[config.mk]
export PLATFORM = sky130hd
export DESIGN_NAME = tdm_sync_ctrl
export DESIGN_NICKNAME = d
export VERILOG_FILES = /design/src/rtl/tdm_sync_ctrl.sv
export SDC_FILE = /design/constraint.sdc
export NUM_CORES = 1
export LEC_CHECK = 0
export BUFFER_PORTS_ARGS = -buffer_cell sky130_fd_sc_hd__buf_2
export CELL_PAD_IN_SITES_DETAIL_PLACEMENT = 1
export CELL_PAD_IN_SITES_GLOBAL_PLACEMENT = 2
export CORE_AREA = 3 3 145 91
export DETAILED_ROUTE_END_ITERATION = 7
export DIE_AREA = 0 0 148 94
export GPL_TIMING_DRIVEN = 0
export PLACE_DENSITY_LB_ADDON = 0.08
export REMOVE_ABC_BUFFERS = 1
export SLEW_MARGIN = 20
export SYNTH_ARGS = -nofsm -noshare
export SYNTH_HDL_FRONTEND = slang
export SYNTH_SLANG_ARGS = --single-unit
export TNS_END_PERCENT = 50
[constraint.sdc]
create_clock -name clk_108m -period 2.4 [get_ports clk_108m]
set_clock_uncertainty 0.15 [all_clocks]
set_input_delay 0.48 -clock clk_108m [delete_from_list [all_inputs] [get_ports clk_108m]]
set_output_delay 0.48 -clock clk_108m [all_outputs]
set_load 0.03 [all_outputs]
[src/rtl/tdm_sync_ctrl.sv]
// Lock controller for a 4-channel byte-interleaved BT656 bus: finds FF 00 00 XY preambles per slot
// and publishes which slot carries channel 0. Optional err_cnt port via TDM_SYNC_ERR_CNT_EN.
module tdm_sync_ctrl #(
  parameter int LOCK_CNT    = 4,
  parameter int MISS_LIMIT  = 3,
  parameter int TIMEOUT_CYC = 16384
) (
  input  logic       clk_108m,
  input  logic       rst_n,
  input  logic [7:0] vin_data,
  output logic [1:0] slot_cnt,
  output logic [1:0] ch0_slot,
  output logic       lock,
  output logic       lock_lost,
  output logic       sync_det,
  output logic [1:0] det_id
`ifdef TDM_SYNC_ERR_CNT_EN
  ,
  output logic [7:0] err_cnt
`endif
);

  localparam logic [3:0]  LOCK_W    = 4'(LOCK_CNT);
  localparam logic [3:0]  MISS_W    = 4'(MISS_LIMIT);
  localparam logic [15:0] TIMEOUT_W = 16'(TIMEOUT_CYC);

  typedef enum logic [1:0] {SEARCH, VERIFY, LOCKED} state_t;

  state_t      state_reg, state_next;
  logic [7:0]  s0_reg;
  logic [7:0]  tap_reg [0:11];
  logic [1:0]  slot_reg;
  logic [15:0] tcnt_reg;
  logic [1:0]  stored_reg, stored_next;
  logic [3:0]  match_reg, match_next;
  logic [3:0]  miss_reg, miss_next;
  logic [1:0]  ch0_reg, ch0_next;
  logic        lock_reg, lock_next;
  logic        lost_reg, lost_next;
  logic        sync_reg;
  logic [1:0]  det_id_reg;
  logic        pre_pat, valid, timeout;
  logic [1:0]  id, cand;
  logic [3:0]  match_inc, miss_inc;

  // tap_reg[3/7/11] hold the bytes of this same slot 1/2/3 slot-periods ago
  always_ff @(posedge clk_108m or negedge rst_n) begin
    if (!rst_n) begin
      s0_reg   <= 8'h00;
      slot_reg <= 2'd0;
      for (int i = 0; i < 12; i++) tap_reg[i] <= 8'h00;
    end else begin
      s0_reg     <= vin_data;
      slot_reg   <= slot_reg + 2'd1;
      tap_reg[0] <= s0_reg;
      for (int i = 1; i < 12; i++) tap_reg[i] <= tap_reg[i-1];
    end
  end

  assign pre_pat = (tap_reg[11] == 8'hFF) && (tap_reg[7] == 8'h00) && (tap_reg[3] == 8'h00);
  assign valid   = pre_pat && s0_reg[7] && (s0_reg[3:2] == 2'b00);
  assign id      = s0_reg[1:0];
  assign cand    = slot_reg - id;
  assign timeout = (tcnt_reg == TIMEOUT_W);

  always_ff @(posedge clk_108m or negedge rst_n) begin
    if (!rst_n)       tcnt_reg <= 16'd0;
    else if (valid)   tcnt_reg <= 16'd0;
    else if (!timeout) tcnt_reg <= tcnt_reg + 16'd1;
  end

  assign match_inc = (match_reg == 4'd15) ? 4'd15 : match_reg + 4'd1;
  assign miss_inc  = (miss_reg == 4'd15) ? 4'd15 : miss_reg + 4'd1;

`ifdef TDM_SYNC_ERR_CNT_EN
  logic [7:0] err_reg, err_next;
  assign err_cnt = err_reg;
`endif

  always_comb begin
    state_next  = state_reg;
    stored_next = stored_reg;
    match_next  = match_reg;
    miss_next   = miss_reg;
    ch0_next    = ch0_reg;
    lock_next   = lock_reg;
    lost_next   = 1'b0;
`ifdef TDM_SYNC_ERR_CNT_EN
    err_next    = err_reg;
`endif
    case (state_reg)
      SEARCH: begin
        if (valid) begin
          stored_next = cand;
          match_next  = 4'd1;
          if (LOCK_W <= 4'd1) begin
            state_next = LOCKED;
            ch0_next   = cand;
            lock_next  = 1'b1;
            miss_next  = 4'd0;
          end else begin
            state_next = VERIFY;
          end
        end
      end
      VERIFY: begin
        if (valid) begin
          if (cand == stored_reg) begin
            match_next = match_inc;
            if (match_inc >= LOCK_W) begin
              state_next = LOCKED;
              ch0_next   = cand;
              lock_next  = 1'b1;
              miss_next  = 4'd0;
            end
          end else begin
            stored_next = cand;
            match_next  = 4'd1;
          end
        end else if (timeout) begin
          state_next = SEARCH;
        end
      end
      LOCKED: begin
        // A preamble always beats a simultaneous timeout; the one that trips the miss limit is not reused
        if (valid) begin
          if (cand == ch0_reg) begin
            miss_next = 4'd0;
          end else begin
            miss_next = miss_inc;
`ifdef TDM_SYNC_ERR_CNT_EN
            err_next  = (err_reg == 8'hFF) ? 8'hFF : err_reg + 8'd1;
`endif
            if (miss_inc >= MISS_W) begin
              state_next = SEARCH;
              lock_next  = 1'b0;
              lost_next  = 1'b1;
            end
          end
        end else if (timeout) begin
          state_next = SEARCH;
          lock_next  = 1'b0;
          lost_next  = 1'b1;
        end
      end
      default: begin
        state_next = SEARCH;
        lock_next  = 1'b0;
      end
    endcase
  end

  always_ff @(posedge clk_108m or negedge rst_n) begin
    if (!rst_n) begin
      state_reg  <= SEARCH;
      stored_reg <= 2'd0;
      match_reg  <= 4'd0;
      miss_reg   <= 4'd0;
      ch0_reg    <= 2'd0;
      lock_reg   <= 1'b0;
      lost_reg   <= 1'b0;
      sync_reg   <= 1'b0;
      det_id_reg <= 2'd0;
    end else begin
      state_reg  <= state_next;
      stored_reg <= stored_next;
      match_reg  <= match_next;
      miss_reg   <= miss_next;
      ch0_reg    <= ch0_next;
      lock_reg   <= lock_next;
      lost_reg   <= lost_next;
      sync_reg   <= valid;
      if (valid) det_id_reg <= id;
    end
  end

`ifdef TDM_SYNC_ERR_CNT_EN
  always_ff @(posedge clk_108m or negedge rst_n) begin
    if (!rst_n) err_reg <= 8'd0;
    else        err_reg <= err_next;
  end
`endif

  assign slot_cnt  = slot_reg;
  assign ch0_slot  = ch0_reg;
  assign lock      = lock_reg;
  assign lock_lost = lost_reg;
  assign sync_det  = sync_reg;
  assign det_id    = det_id_reg;

endmodule

==> metrics.md <==
| Metric | Value |
|---|---|
| Die Span X | between 100 and 150 um |
| Pwr dens | 935.0 nW/um^2 |
| VDD IR max | 421.8 uV |
| Final worst setup slack | 28.99 ps |
| Vias in the first global route | 2739 |
| Max reg flops | 96 |
| Clk slew on worst S/H paths | 60 ps |
| Gpl congestion | 0.7443 |
| Distinct cells, synth | 41 |
| Drt wl/cell | 15.32 um |
| Clock buffer depth | 2 |
| Largest net degree at the start of global routing | 79 |
| Hold_ws | about 23 ps |
| Synth area leader | dfrtp_1 |
| Num rows | 31 |
| Initial core utilization | 38.82% |
| Syn Area/Cell | 14.87 sq um |
| Synth top area share | 76.07% |
| Slew @ Worst Pin | 616.2 ps |
| Max Clock Freq | 421.8 MHz |
| Overall routing resource usage | ~14% |
| Max-Cap Viols | 0 |
| Initial antenna violation count | 0 |
| Total gr overflow | 0 |
| Number of synthesized flops with an enable pin | 0 |
| Setup crit end kind | flop |
| Post-Synthesis Cell Area | 4638 sq um |
| RSZ-0062 raised after global routing | true |
| Post-Syn Instances | 312 |
| Setup CP Type | reg2reg |
| Post-layout min period | 2371 ps |
| Sequential fraction of the synthesis area | 76.07% |
| Final hold violations | 0 |
| Detailed Route WL | between 8000 and 9000 um |
| DIE HEIGHT | 94 um |
| Worst Hold Depth | 1 |
| I/O pin count | 19 |
| First-pass DRT Iterations | 4 |
| CP Data Required Time | 2550 ps |
| IO Port Bufs | 18 |
| Initial DRC Count | 78 |
| Setup TNS | 0 ps |
| Nets | 376 |
| DP HPWL | 5082 um |
| Synthesis-to-finish area growth | 25.65% |
| Total Power | between 5 and 6 mW |
| Global-route wire length before repair | 14520 um |
| Layout cells sized above 1 | roughly 22% |
| TritonCTS buffer count | 17 |
| Asr flop ratio synth | between 90% and 100% |
| # DRC | 0 |
| Area of the die | 13910 sq um |
| Ant diodes | 0 |
| Synth top area cells | dfrtp_1 (76%), xor2_1 (2.5%), nor2_1 (2.0%) |
| CTS Sinks | 141 |
| Core ar. | 11950 sq um |
| Synthesized flop and latch total | 141 |
| Worst skew pair latency | 420 ps |
| Routed Antenna Nets | 0 |
| Setup violations, final | 0 |
| Synth warnings | 0 |
| Status | complete, no violations |
| Worst EP arrival | 2520 ps |
| CTS Root Cell | clkbuf_16 |
| Fin. max-slew vios | 0 |
| Tcrit/Tclk final | a little over nine tenths |
| CP Launch Type | flop |
| Vias | 2513 |
| Static Leak | approximately 2.6 nW |
| CTS tree | done |
| H-tree Lvls | 4 |
| Worst relative slew slack | between 50 and 60% |
| Fillcell total | 1208 |
| Critical-path maximum fanout | 5 |
| Hold WC Path Type | in2reg |
| Worst reg2reg path depth | 4 |
| Vias per cell | 4.662 |
| Pre-CTS setup slack | -656.1 ps |
| Synth Flop Type | dfrtp_1 |
worst paths after layout:
| path | startpoint | endpoint | slack, ps |
|---|---|---|---|
| worst max-delay path | s0_reg[2]$_DFF_PN0_ | ch0_slot[1]$_DFFE_PN0P_ | 30 |
| min in group asynchronous | rst_n | tap_reg[8]$_DFF_PN0_ | 430 |
| worst min register to register | tap_reg[61]$_DFF_PN0_ | tap_reg[53]$_DFF_PN0_ | 190 |
| worst max register to register | s0_reg[2]$_DFF_PN0_ | ch0_slot[1]$_DFFE_PN0P_ | 30 |
| max in group asynchronous | rst_n | tap_reg[80]$_DFF_PN0_ | 950 |
| worst min-delay path | vin_data[5] | s0_reg[5]$_DFF_PN0_ | 20 |
metal layers:
layer  wire length (um)  global-route usage [%]  up-vias
li1                   -                       -     1173
met1               4340                   20.04     1296
met2               3567                   18.98       33
met3                228                   3.761       11
met4                121                   7.071        0
met5                  0                       0        -
layout by cell type (no fill, tap or decap), types with 4 or more instances in the layout:
master,instances
clkbuf_16,17
bufinv_16,4
xor2_1,11
nand2_1,11
a21oi_1,11
buf_4,8
xnor2_1,8
nor3_1,5
nor2_1,25
and3_1,5
nor4_1,5
inv_6,6
dfrtp_1,140
mux2_2,6
a31oi_1,4
nand4_1,8
dlygate4sd3_1,6
inv_1,14
buf_2,17
ha_1,4
nand3_1,9
where the power goes:
part / leakage [nW] / internal, mW / switching [mW]
registers: 1.71 / 2.47 / 0.0383
clock network: 0.312 / 1.78 / 1.08
logic: 0.564 / 0.0283 / 0.0573
total: 2.59 / 4.27 / 1.17
cells by family after synthesis:
| kind of cell | Yosys count | synth area share (%) |
|---|---|---|
| mux | 10 | 2.347 |
| fa+ha+maj | 5 | 1.349 |
| compound gates | 30 | 4.154 |
| buf+inv | 18 | 1.645 |
| simple gates | 86 | 9.981 |
| xor+xnor | 22 | 4.451 |
| flops | 141 | 76.07 |
stage by stage:
| step | area [sq um] | cells | util [%] |
|---|---|---|---|
| global route | 5828 | 539 | 48.79 |
| detailed placement | 4952 | 493 | 41.45 |
| floorplan | 4618 | 309 | - |
| global placement | 4915 | 492 | 41.14 |
| finish | 5828 | 539 | 48.79 |
| CTS | 5761 | 535 | 48.22 |
cells in the mapped netlist, drive strengths merged (2+ instances only):
cell     count
dfrtp      141
nor2        26
inv         15
xor2        13
a21oi       12
nand2       12
nand3       10
nand4        8
xnor2        8
mux2         7
nor4         7
and3         5
ha           5
nor3         5
nor4b        5
a31oi        4
a211oi       3
mux2i        3
o21ai        3
or4          3
a2bb2oi      2
buf          2
repair_timing:
action	CTS	global route
setup endpoints to repair	35	7
setup buffers	4	4
hold endpoints to repair	68	0
hold buffers	6	0
pin swaps	3	3
resized for setup	14	8
cell type report:
class	instances	area [sq um]	share of cell area, %
Sequential cell	141	3530	60.56
Tap cell	165	206.4	3.542
Inverter	15	68.82	1.181
Clock buffer	17	425.4	7.299
Clock inverter	15	221.5	3.800
Multi-Input combinational cell	153	1129	19.36
Timing Repair Buffer	33	247.7	4.251
worst max-delay path, cell delays in order, from the launching register on:
cell	delay, ps
dfrtp_2	440
or4b_1	480
or4_4	570
nor4_4	270
mux2_4	340
(Power assumes the default switching activity.)
